`src/rtl/div_pkg.sv`:
```
// Shared types and elaboration helpers for the sequential fractional divider.
package div_pkg;

    typedef enum logic [1:0] {
        S_IDLE = 2'd0,
        S_INT  = 2'd1,
        S_FRAC = 2'd2,
        S_DONE = 2'd3
    } state_t;

    localparam int DEF_WIDTH      = 10;
    localparam int DEF_BPC        = 1;
    localparam int DEF_FRAC_SCALE = 1000;
    localparam int DEF_FRAC_W     = 10;

    // Ceiling log2; clog2(1) = 0.
    function automatic int clog2(input int value);
        int r;
        int v;
        r = 0;
        v = value - 1;
        while (v > 0) begin
            r = r + 1;
            v = v >> 1;
        end
        return r;
    endfunction

    // Parameter legality: BPC must divide both phase widths, and the scaled
    // remainder must fit the product register (FRAC_SCALE <= 2**FRAC_W).
    function automatic bit params_ok(input int width, input int bpc,
                                     input int frac_scale, input int frac_w);
        return (width > 0) && (bpc > 0) && (frac_w > 0) && (frac_w < 31) &&
               (width % bpc == 0) && (frac_w % bpc == 0) &&
               (frac_scale > 0) && (frac_scale <= (1 << frac_w));
    endfunction

endpackage

```
`src/rtl/div_step.sv`:
```
// One restoring-division step: shift in the next dividend bit, subtract the
// divisor when it fits, report the resulting quotient bit.
module div_step #(
    parameter int W  = 21,
    parameter int DW = 10
) (
    input  logic [W-1:0]  rem,
    input  logic [DW-1:0] d,
    input  logic          bit_in,
    output logic [W-1:0]  rem_next,
    output logic          qbit
);

    logic [W:0] shifted;
    logic [W:0] d_ext;

    // Compare/subtract on a one-bit-wider value so no remainder bit is dropped.
    always_comb begin
        shifted  = {rem, bit_in};
        d_ext    = (W+1)'(d);
        qbit     = (shifted >= d_ext);
        rem_next = qbit ? W'(shifted - d_ext) : shifted[W-1:0];
    end

endmodule

```
`src/rtl/div_seq_frac.sv`:
```
// Multi-cycle restoring unsigned divider with optional scaled fraction.
// Handshake: an operand is taken on the rising edge where in_valid && in_ready
// (in_ready only in IDLE); a result is presented with out_valid held high and
// outputs frozen until the edge where out_valid && out_ready, after which the
// block spends one cycle back in IDLE before it can accept again.
module div_seq_frac
    import div_pkg::*;
#(
    parameter int WIDTH      = DEF_WIDTH,
    parameter int BPC        = DEF_BPC,
    parameter int FRAC_SCALE = DEF_FRAC_SCALE,
    parameter int FRAC_W     = DEF_FRAC_W
) (
    input  logic              clk,
    input  logic              rst_n,
    input  logic              in_valid,
    output logic              in_ready,
    input  logic [WIDTH-1:0]  in_n,
    input  logic [WIDTH-1:0]  in_d,
    input  logic              in_frac,
    output logic              out_valid,
    input  logic              out_ready,
    output logic [WIDTH-1:0]  out_q,
    output logic [WIDTH-1:0]  out_r,
    output logic [FRAC_W-1:0] out_frac,
    output logic              out_dbz
);

    localparam int K    = WIDTH / BPC;
    localparam int KF   = FRAC_W / BPC;
    localparam int KMAX = (K > KF) ? K : KF;
    localparam int CW   = clog2(KMAX) + 1;
    localparam int RW   = WIDTH + FRAC_W + 1;
    localparam int SW   = (WIDTH > FRAC_W) ? WIDTH : FRAC_W;
    localparam int PW   = WIDTH + FRAC_W;

    if (!params_ok(WIDTH, BPC, FRAC_SCALE, FRAC_W)) begin : g_param_err
        $error("div_seq_frac: illegal WIDTH/BPC/FRAC_SCALE/FRAC_W combination");
    end

    state_t state;
    state_t state_next;

    logic [SW-1:0]    n_sh;     // dividend bits still to be shifted in, MSB first
    logic [WIDTH-1:0] d_reg;
    logic             frac_reg;
    logic [RW-1:0]    rem;
    logic [SW-1:0]    q_sh;
    logic [CW-1:0]    cnt;
    logic [WIDTH-1:0] q_hold;   // integer results parked during the fraction phase
    logic [WIDTH-1:0] r_hold;

    logic             accept;
    logic             last_int;
    logic             last_frac;
    logic [BPC-1:0]   qbits;
    logic [RW-1:0]    rem_out;
    logic [SW-1:0]    q_next;
    logic [PW-1:0]    prod;

    assign in_ready  = (state == S_IDLE);
    assign out_valid = (state == S_DONE);
    assign accept    = in_valid && in_ready;
    assign last_int  = (cnt == CW'(K - 1));
    assign last_frac = (cnt == CW'(KF - 1));

    // BPC chained steps per cycle; stage 0 consumes the current MSB of n_sh.
    for (genvar i = 0; i < BPC; i++) begin : g_step
        logic [RW-1:0] rem_i;
        logic [RW-1:0] rem_o;
        logic          qb;
        if (i == 0) begin : g_first
            assign rem_i = rem;
        end else begin : g_next
            assign rem_i = g_step[i-1].rem_o;
        end
        div_step #(.W(RW), .DW(WIDTH)) u_step (
            .rem      (rem_i),
            .d        (d_reg),
            .bit_in   (n_sh[SW-1-i]),
            .rem_next (rem_o),
            .qbit     (qb)
        );
        assign qbits[BPC-1-i] = qb;
    end

    assign rem_out = g_step[BPC-1].rem_o;
    assign q_next  = (q_sh << BPC) | SW'(qbits);
    // Integer remainder scaled for the fraction phase; r < d keeps the
    // upper WIDTH bits below d, so the fraction quotient fits FRAC_W bits.
    assign prod    = PW'(rem_out[WIDTH-1:0]) * PW'(FRAC_SCALE);

    // State register.
    always_ff @(posedge clk or negedge rst_n) begin
        if (!rst_n) begin
            state <= S_IDLE;
        end else begin
            state <= state_next;
        end
    end

    // Next-state logic.
    always_comb begin
        state_next = state;
        case (state)
            S_IDLE: if (accept) state_next = (in_d == '0) ? S_DONE : S_INT;
            S_INT:  if (last_int) state_next = frac_reg ? S_FRAC : S_DONE;
            S_FRAC: if (last_frac) state_next = S_DONE;
            S_DONE: if (out_ready) state_next = S_IDLE;
            default: state_next = S_IDLE;
        endcase
    end

    // Datapath: operand capture, per-cycle division steps, result registers
    // loaded only on the edge that enters DONE.
    always_ff @(posedge clk or negedge rst_n) begin
        if (!rst_n) begin
            n_sh     <= '0;
            d_reg    <= '0;
            frac_reg <= 1'b0;
            rem      <= '0;
            q_sh     <= '0;
            cnt      <= '0;
            q_hold   <= '0;
            r_hold   <= '0;
            out_q    <= '0;
            out_r    <= '0;
            out_frac <= '0;
            out_dbz  <= 1'b0;
        end else begin
            case (state)
                S_IDLE: begin
                    if (accept) begin
                        n_sh     <= SW'(in_n) << (SW - WIDTH);
                        d_reg    <= in_d;
                        frac_reg <= in_frac;
                        rem      <= '0;
                        q_sh     <= '0;
                        cnt      <= '0;
                        if (in_d == '0) begin
                            out_q    <= '1;
                            out_r    <= in_n;
                            out_frac <= '0;
                            out_dbz  <= 1'b1;
                        end
                    end
                end
                S_INT: begin
                    rem  <= rem_out;
                    n_sh <= n_sh << BPC;
                    q_sh <= q_next;
                    cnt  <= cnt + CW'(1);
                    if (last_int) begin
                        cnt <= '0;
                        if (frac_reg) begin
                            q_hold <= q_next[WIDTH-1:0];
                            r_hold <= rem_out[WIDTH-1:0];
                            rem    <= RW'(prod >> FRAC_W);
                            n_sh   <= SW'(prod[FRAC_W-1:0]) << (SW - FRAC_W);
                            q_sh   <= '0;
                        end else begin
                            out_q    <= q_next[WIDTH-1:0];
                            out_r    <= rem_out[WIDTH-1:0];
                            out_frac <= '0;
                            out_dbz  <= 1'b0;
                        end
                    end
                end
                S_FRAC: begin
                    rem  <= rem_out;
                    n_sh <= n_sh << BPC;
                    q_sh <= q_next;
                    cnt  <= cnt + CW'(1);
                    if (last_frac) begin
                        cnt      <= '0;
                        out_q    <= q_hold;
                        out_r    <= r_hold;
                        out_frac <= q_next[FRAC_W-1:0];
                        out_dbz  <= 1'b0;
                    end
                end
                default: ;
            endcase
        end
    end

endmodule

```
`config.mk`:
```
export PLATFORM = sky130hd
export DESIGN_NAME = div_seq_frac
export DESIGN_NICKNAME = d
export VERILOG_FILES = /design/src/rtl/div_pkg.sv /design/src/rtl/div_step.sv /design/src/rtl/div_seq_frac.sv
export SDC_FILE = /design/constraint.sdc
export NUM_CORES = 1
export LEC_CHECK = 0
export ABC_CLOCK_PERIOD_IN_PS = 7120
export CAP_MARGIN = 40
export CORE_MARGIN = 2
export CORE_UTILIZATION = 59
export DETAILED_ROUTE_END_ITERATION = 16
export MAX_ROUTING_LAYER = met4
export PLACE_DENSITY = 0.81
export SYNTH_ARGS = -nofsm -noshare
export SYNTH_HDL_FRONTEND = slang
export SYNTH_HIERARCHICAL = 1
export SYNTH_SLANG_ARGS = --single-unit
```
`constraint.sdc`:
```
create_clock -name clk -period 7.12 [get_ports clk]
set_clock_uncertainty 0.15 [all_clocks]
set_input_delay 1.78 -clock clk [delete_from_list [all_inputs] [get_ports clk]]
set_output_delay 1.78 -clock clk [all_outputs]
set_load 0.1 [all_outputs]
```
# [After elaboration in Yosys (flattened, before gate mapping)]
# Index checks and enable logic that the tools add are counted.
[classes] n_addsub=2 multipliers=1 div=0 n_lt_le_gt_ge=1 n_eq_ne=10 shifts=0 muxes=47 n_bitwise=1 reduce_logical=12
[ops] operator="2-to-1 mux 10 bit" count=18
[ops] operator="case mux 10 bit (3 select lines)" count=4
[ops] operator="2-to-1 mux 21 bit" count=4
[ops] operator="case mux 21 bit (3 select lines)" count=1
[ops] operator="2-to-1 mux 9 bit" count=3
[ops] operator="case mux 9 bit (3 select lines)" count=1
[ops] operator=">= comparator 22 x 10 -> 1 bit" count=1
[ops] operator="subtractor 21 x 10 -> 21 bit" count=1
[ops] operator="multiplier 10 x 7 -> 17 bit (second input constant)" count=1
[ops] operator="zero test 10 bit" count=1
[ops] operator="2-to-1 mux 2 bit" count=5
[ops] operator="2-to-1 mux 5 bit" count=2
[ops] operator="OR 10 x 1 -> 10 bit" count=1
[ops] operator="case mux 5 bit (2 select lines)" count=1
[ops] operator="case mux 2 bit (4 select lines)" count=1
[ops] operator="2-to-1 mux 1 bit" count=6
[ops] operator="!= test 2 x 1 -> 1 bit (second input constant)" count=3
[ops] operator="!= test 2 bit (second input constant)" count=3
[ops] operator="AND reduction 2 bit" count=3
[ops] operator="AND reduction 6 bit" count=1
[ops] operator="adder 5 x 1 -> 5 bit (second input constant)" count=1
[ops] operator="equality test 5 x 4 -> 1 bit (second input constant)" count=1
[ops] operator="equality test 2 bit (second input constant)" count=2
[ops] operator="AND reduction 4 bit" count=1
[ops] operator="other kinds (8)" count=8
[word_totals] register_bits=109 latch_bits=0 mem_bits_rw=0 rom_bits=0 inputBits=25 out_inout_bits=33 wordCells=87 memories=0

# [Depth between registers and ports, before layout]
[logic_depth] depth_word=6 depth_mapped=27 ltp_nobuf=25

# [Hierarchy]
# Netlist, hierarchy kept.
[by_module_without_submodules] mod="div_seq_frac" n_inst=1 cells_per_inst=606 area_each_um2=6428.7 seq_area_each_um2=2727.6
[by_module_without_submodules] mod="div_step" n_inst=1 cells_per_inst=132 area_each_um2=877.1 seq_area_each_um2=0.0

# [Worst setup path after synthesis]
# OpenSTA, ideal clock, no wires.
[synth_timing] path_type="reg-to-reg" startpoint="reg n_sh[9]" endpoint="reg rem[9], in the netlist g_step[0].rem_i[9]" setup_time_ns=0.134 t_arrival_ns=6.102 required_ns=6.836 setup_slack_ns=0.734 stages_incl_launch_ff=26 n_path_buf=2 synth_period_minus_slack_ns=6.386 cell_sequence="dfrtp_1 > inv_1 > ha_1 > inv_1 > fa_1 > a211oi_2 > o211ai_1 > a221oi_2 > and2_1 > buf_6 > inv_6 > buf_8 > a21oi_1 > inv_1 > fa_1 > fa_1 > fa_1 > fa_1 > inv_1 > ha_1 > a21oi_1 > o21ai_0 > a221o_1 > a41oi_1 > xnor2_1 > o22ai_1"
[synth_via] elab_chain_len=6 elab_cells_between_ends=7 classes_between="add/sub: 1; mul: 1; order compare: 1; mux: 4"
[synth_lines] item="start: declaration" line_no="div_seq_frac.sv:44" text="logic [SW-1:0] n_sh;"
[synth_lines] item="start signal: assignment" line_no="div_seq_frac.sv:134" text="n_sh <= SW'(in_n) << (SW - WIDTH);"
[synth_lines] item="start signal: assignment" line_no="div_seq_frac.sv:150" text="n_sh <= n_sh << BPC;"
[synth_lines] item="start signal: assignment" line_no="div_seq_frac.sv:159" text="n_sh <= SW'(prod[FRAC_W-1:0]) << (SW - FRAC_W);"
[synth_lines] item=">= comparator 22 x 10 -> 1 bit" line_no="div_step.sv:21" text="qbit = (shifted >= d_ext);"
[synth_lines] item="named net g_step[0].qb" line_no="div_seq_frac.sv:71" text="logic qb;"
[synth_lines] item="2-to-1 mux 21 bit" line_no="div_step.sv:22" text="rem_next = qbit ? W'(shifted - d_ext) : shifted[W-1:0];"
[synth_lines] item="named net g_step[0].rem_o[3]" line_no="div_seq_frac.sv:70" text="logic [RW-1:0] rem_o;"
[synth_lines] item="multiplier 10 x 7 -> 17 bit" line_no="div_seq_frac.sv:91" text="assign prod = PW'(rem_out[WIDTH-1:0]) * PW'(FRAC_SCALE);"
[synth_lines] item="2-to-1 mux 21 bit" line_no="div_seq_frac.sv:155" text="if (frac_reg) begin"
[synth_lines] item="2-to-1 mux 21 bit" line_no="div_seq_frac.sv:153" text="if (last_int) begin"
[synth_lines] item="case mux 21 bit (3 select lines)" line_no="div_seq_frac.sv:131" text="case (state)"
[synth_lines] item="end signal: assignment" line_no="div_seq_frac.sv:149" text="rem <= rem_out;"
[synth_lines] item="end signal: assignment" line_no="div_seq_frac.sv:158" text="rem <= RW'(prod >> FRAC_W);"
[synth_lines] item="end signal: assignment" line_no="div_seq_frac.sv:170" text="rem <= rem_out;"
[synth_lines] item="end: declaration" line_no="div_seq_frac.sv:47" text="logic [RW-1:0] rem;"
# The timed path passes the listed nets, and every way through them passes these cells.
# A chain may end at the register's enable or synchronous reset.

# [Final worst setup path]
[layout_timing] startpoint="reg n_sh[9]" endpoint="reg rem[4], in the netlist g_step[0].rem_i[4]"
# Same word-level chain as after synthesis.

==> metrics.csv <==
metric,value,unit
status,completed,
grt_pass1_vias,6409,
vias,6113,
reg2reg_slack,0.31,ns
drtIter0Drc,609,
start_util,0.6057,
rsz0062_at_grt,no,
hold_buffers,0,
critPathArrivalTime,6.89,ns
report.final.slew_viol_count,0,
ant_nets,0,
largest_reg_flops,21,
layout-drive-gt1-share,0.1413,
syn_to_final_growth,22.54,%
synth-edff-count,0,
worstHoldStart,n_sh[0],
hpwl,14460,um
layout_common_cells,"dfrtp_1, nand2_1, inv_1, ha_1, clkdlybuf4s50_1",
ys_ff_latch,109,
r2r-start,n_sh[9],
clock_path_buffers,2,
clk_pin_slew,0.07,ns
track_usage,0.3330,
worst_slew_pin_slew,0.8147,ns
yosys_warnings,6,
cts_sinks,109,
routed_wirelength,20300,um
antenna_found_initial,0,
final_nets,936,
cts_tree,built,
io_pins,58,
cp-start-kind,flop,
period_share,0.9570,
dp_cells,980,
cts_root_buf,clkbuf_16,
cts_setup_buffers,0,
setup-tns-final,0,ns
fmax,146.8,MHz
cp_max_fo,22,
finalHoldViolations,0,
whs,0.3318,ns
drtPass1Iterations,7,
cts_buffers,9,
criticalPathCategory,flop to flop,
gr-total-overflow,0,
design.die.area,13290,um2
place.gp.congestion,0.9643,
synth_fp_nets,851,
die_h,115.3,um
cts-htree-levels,3,
setup_viol,0,
stdcell_count,996,
hold_path.class,flop to flop,
rr_worst_depth,23,
min_period,6.814,ns
crit_required,7.20,ns
grt_pass1_wl,32690,um
ys_seq_area_frac,0.3734,
syn_avg_cell_area,9.899,um2
cap_violations,0,
crit_end,g_step[0].rem_i[4],
netlist_area,7306,um2
grt_max_degree,60,
placementRows,40,
via_per_inst,6.138,
reg2reg_to,g_step[0].rem_i[4],
layout_commonest_cell,dfrtp_1,
synth_cells,738,
worstSetupEndpointType,flop,
wl_per_cell,20.38,um
die_w,115.3,um
antenna_cells,0,
maxSlewHeadroom,0.4557,
critPathLaunch,n_sh[9],
core,12060,um2
min_delay_path_depth,2,
synth.distinct_cells,61,
post-route-drc-count,0,
synth-async-reset-ratio,1.000,
synthFlopType,dfrtp_1,
worstSkewPairLatency,0.37,ns
portBuffers,57,
==> worst min-delay path by stage <==
stage,endpoint,slack [ns]
global route,n_sh[0],0.37
detailed placement,out_frac[6],0.32
global placement,out_frac[5],0.30
floorplan,n_sh[0],0.29
finish,n_sh[0],0.33
CTS,n_sh[0],0.34
==> kinds of logic (layout without fill, tap and decap cells) <==
family | Yosys count | in the layout | synth area share
buffers and inverters | 105 | 195 | 0.05960
multiplexers | 32 | 32 | 0.04915
XOR/XNOR | 32 | 32 | 0.03836
flip-flops | 109 | 109 | 0.3734
AND/OR/NAND/NOR | 182 | 182 | 0.1214
AO/OA/AOI/OAI | 190 | 190 | 0.1766
adder cells (fa/ha/maj) | 88 | 88 | 0.1815
==> metal layers <==
layer,share of wire,global-route usage,vias to the layer above
met3,0.044,0.05851,63
met5,0,-,-
met1,0.40,0.3795,3054
met4,0.036,0.1478,0
li1,-,-,2763
met2,0.52,0.5749,233
==> synth_stat cells, types with 4 or more instances <==
cell	count	share of area
o21ai_0	36	0.025
nor3_1	5	0.0034
dfrtp_1	109	0.37
clkbuf_1	24	0.012
o211ai_1	8	0.0082
a22oi_1	21	0.022
ha_1	58	0.099
o21ai_1	11	0.0075
nand2b_1	6	0.0051
nand2_1	70	0.036
buf_2	5	0.0034
nand3_1	22	0.015
nor2b_1	12	0.010
a21oi_1	39	0.027
a31oi_1	17	0.015
a221o_1	4	0.0055
mux2_2	31	0.048
nor2_1	34	0.017
a21o_1	4	0.0041
fa_1	30	0.082
nor4_1	8	0.0069
xnor2_1	16	0.019
inv_1	69	0.035
xor2_1	16	0.019
a22o_1	27	0.032
nand4_1	5	0.0043
==> per-stage QoR <==
step                instance area, um2  utilization  worst slack, ns
detailed placement                8615       0.7142           0.2226
global placement                  8046       0.6671           0.3281
finish                            8952       0.7422           0.3063
global route                      8952       0.7422          0.04398
CTS                               8947       0.7418           0.2109
floorplan                         7306            -           0.7342
==> final cells by class <==
class | count | area, um2
clock buffer | 10 | 239.0
sequential | 109 | 2728
inverter | 70 | 267.8
fill | 833 | 3109
multi-input combinational | 524 | 4158
clock inverter | 6 | 93.84
timing repair buffer | 109 | 1256
tap | 168 | 210.2
==> critical path, cell delays in order (launching register included) <==
cell	delay, ns
dfrtp_1	0.39
inv_1	0.06
ha_1	0.15
inv_1	0.06
fa_1	0.44
a211oi_2	0.23
o211ai_1	0.12
a221oi_2	0.35
and2_2	0.33
inv_6	0.12
a21oi_1	0.30
inv_1	0.19
fa_1	0.56
fa_1	0.44
fa_1	0.51
fa_1	0.51
inv_1	0.04
ha_1	0.36
a21oi_1	0.23
nor2b_1	0.09
a211oi_1	0.54
o21a_1	0.28
xor2_1	0.14
o21ai_0	0.08
==> repair_timing <==
item | CTS | global route
hold endpoints to repair | 0 | 0
gates resized for setup | 0 | 2
setup endpoints to repair | 0 | 4
Power is not shown: default switching activity piles up to over one toggle a cycle in this logic, so the estimate is an artifact.
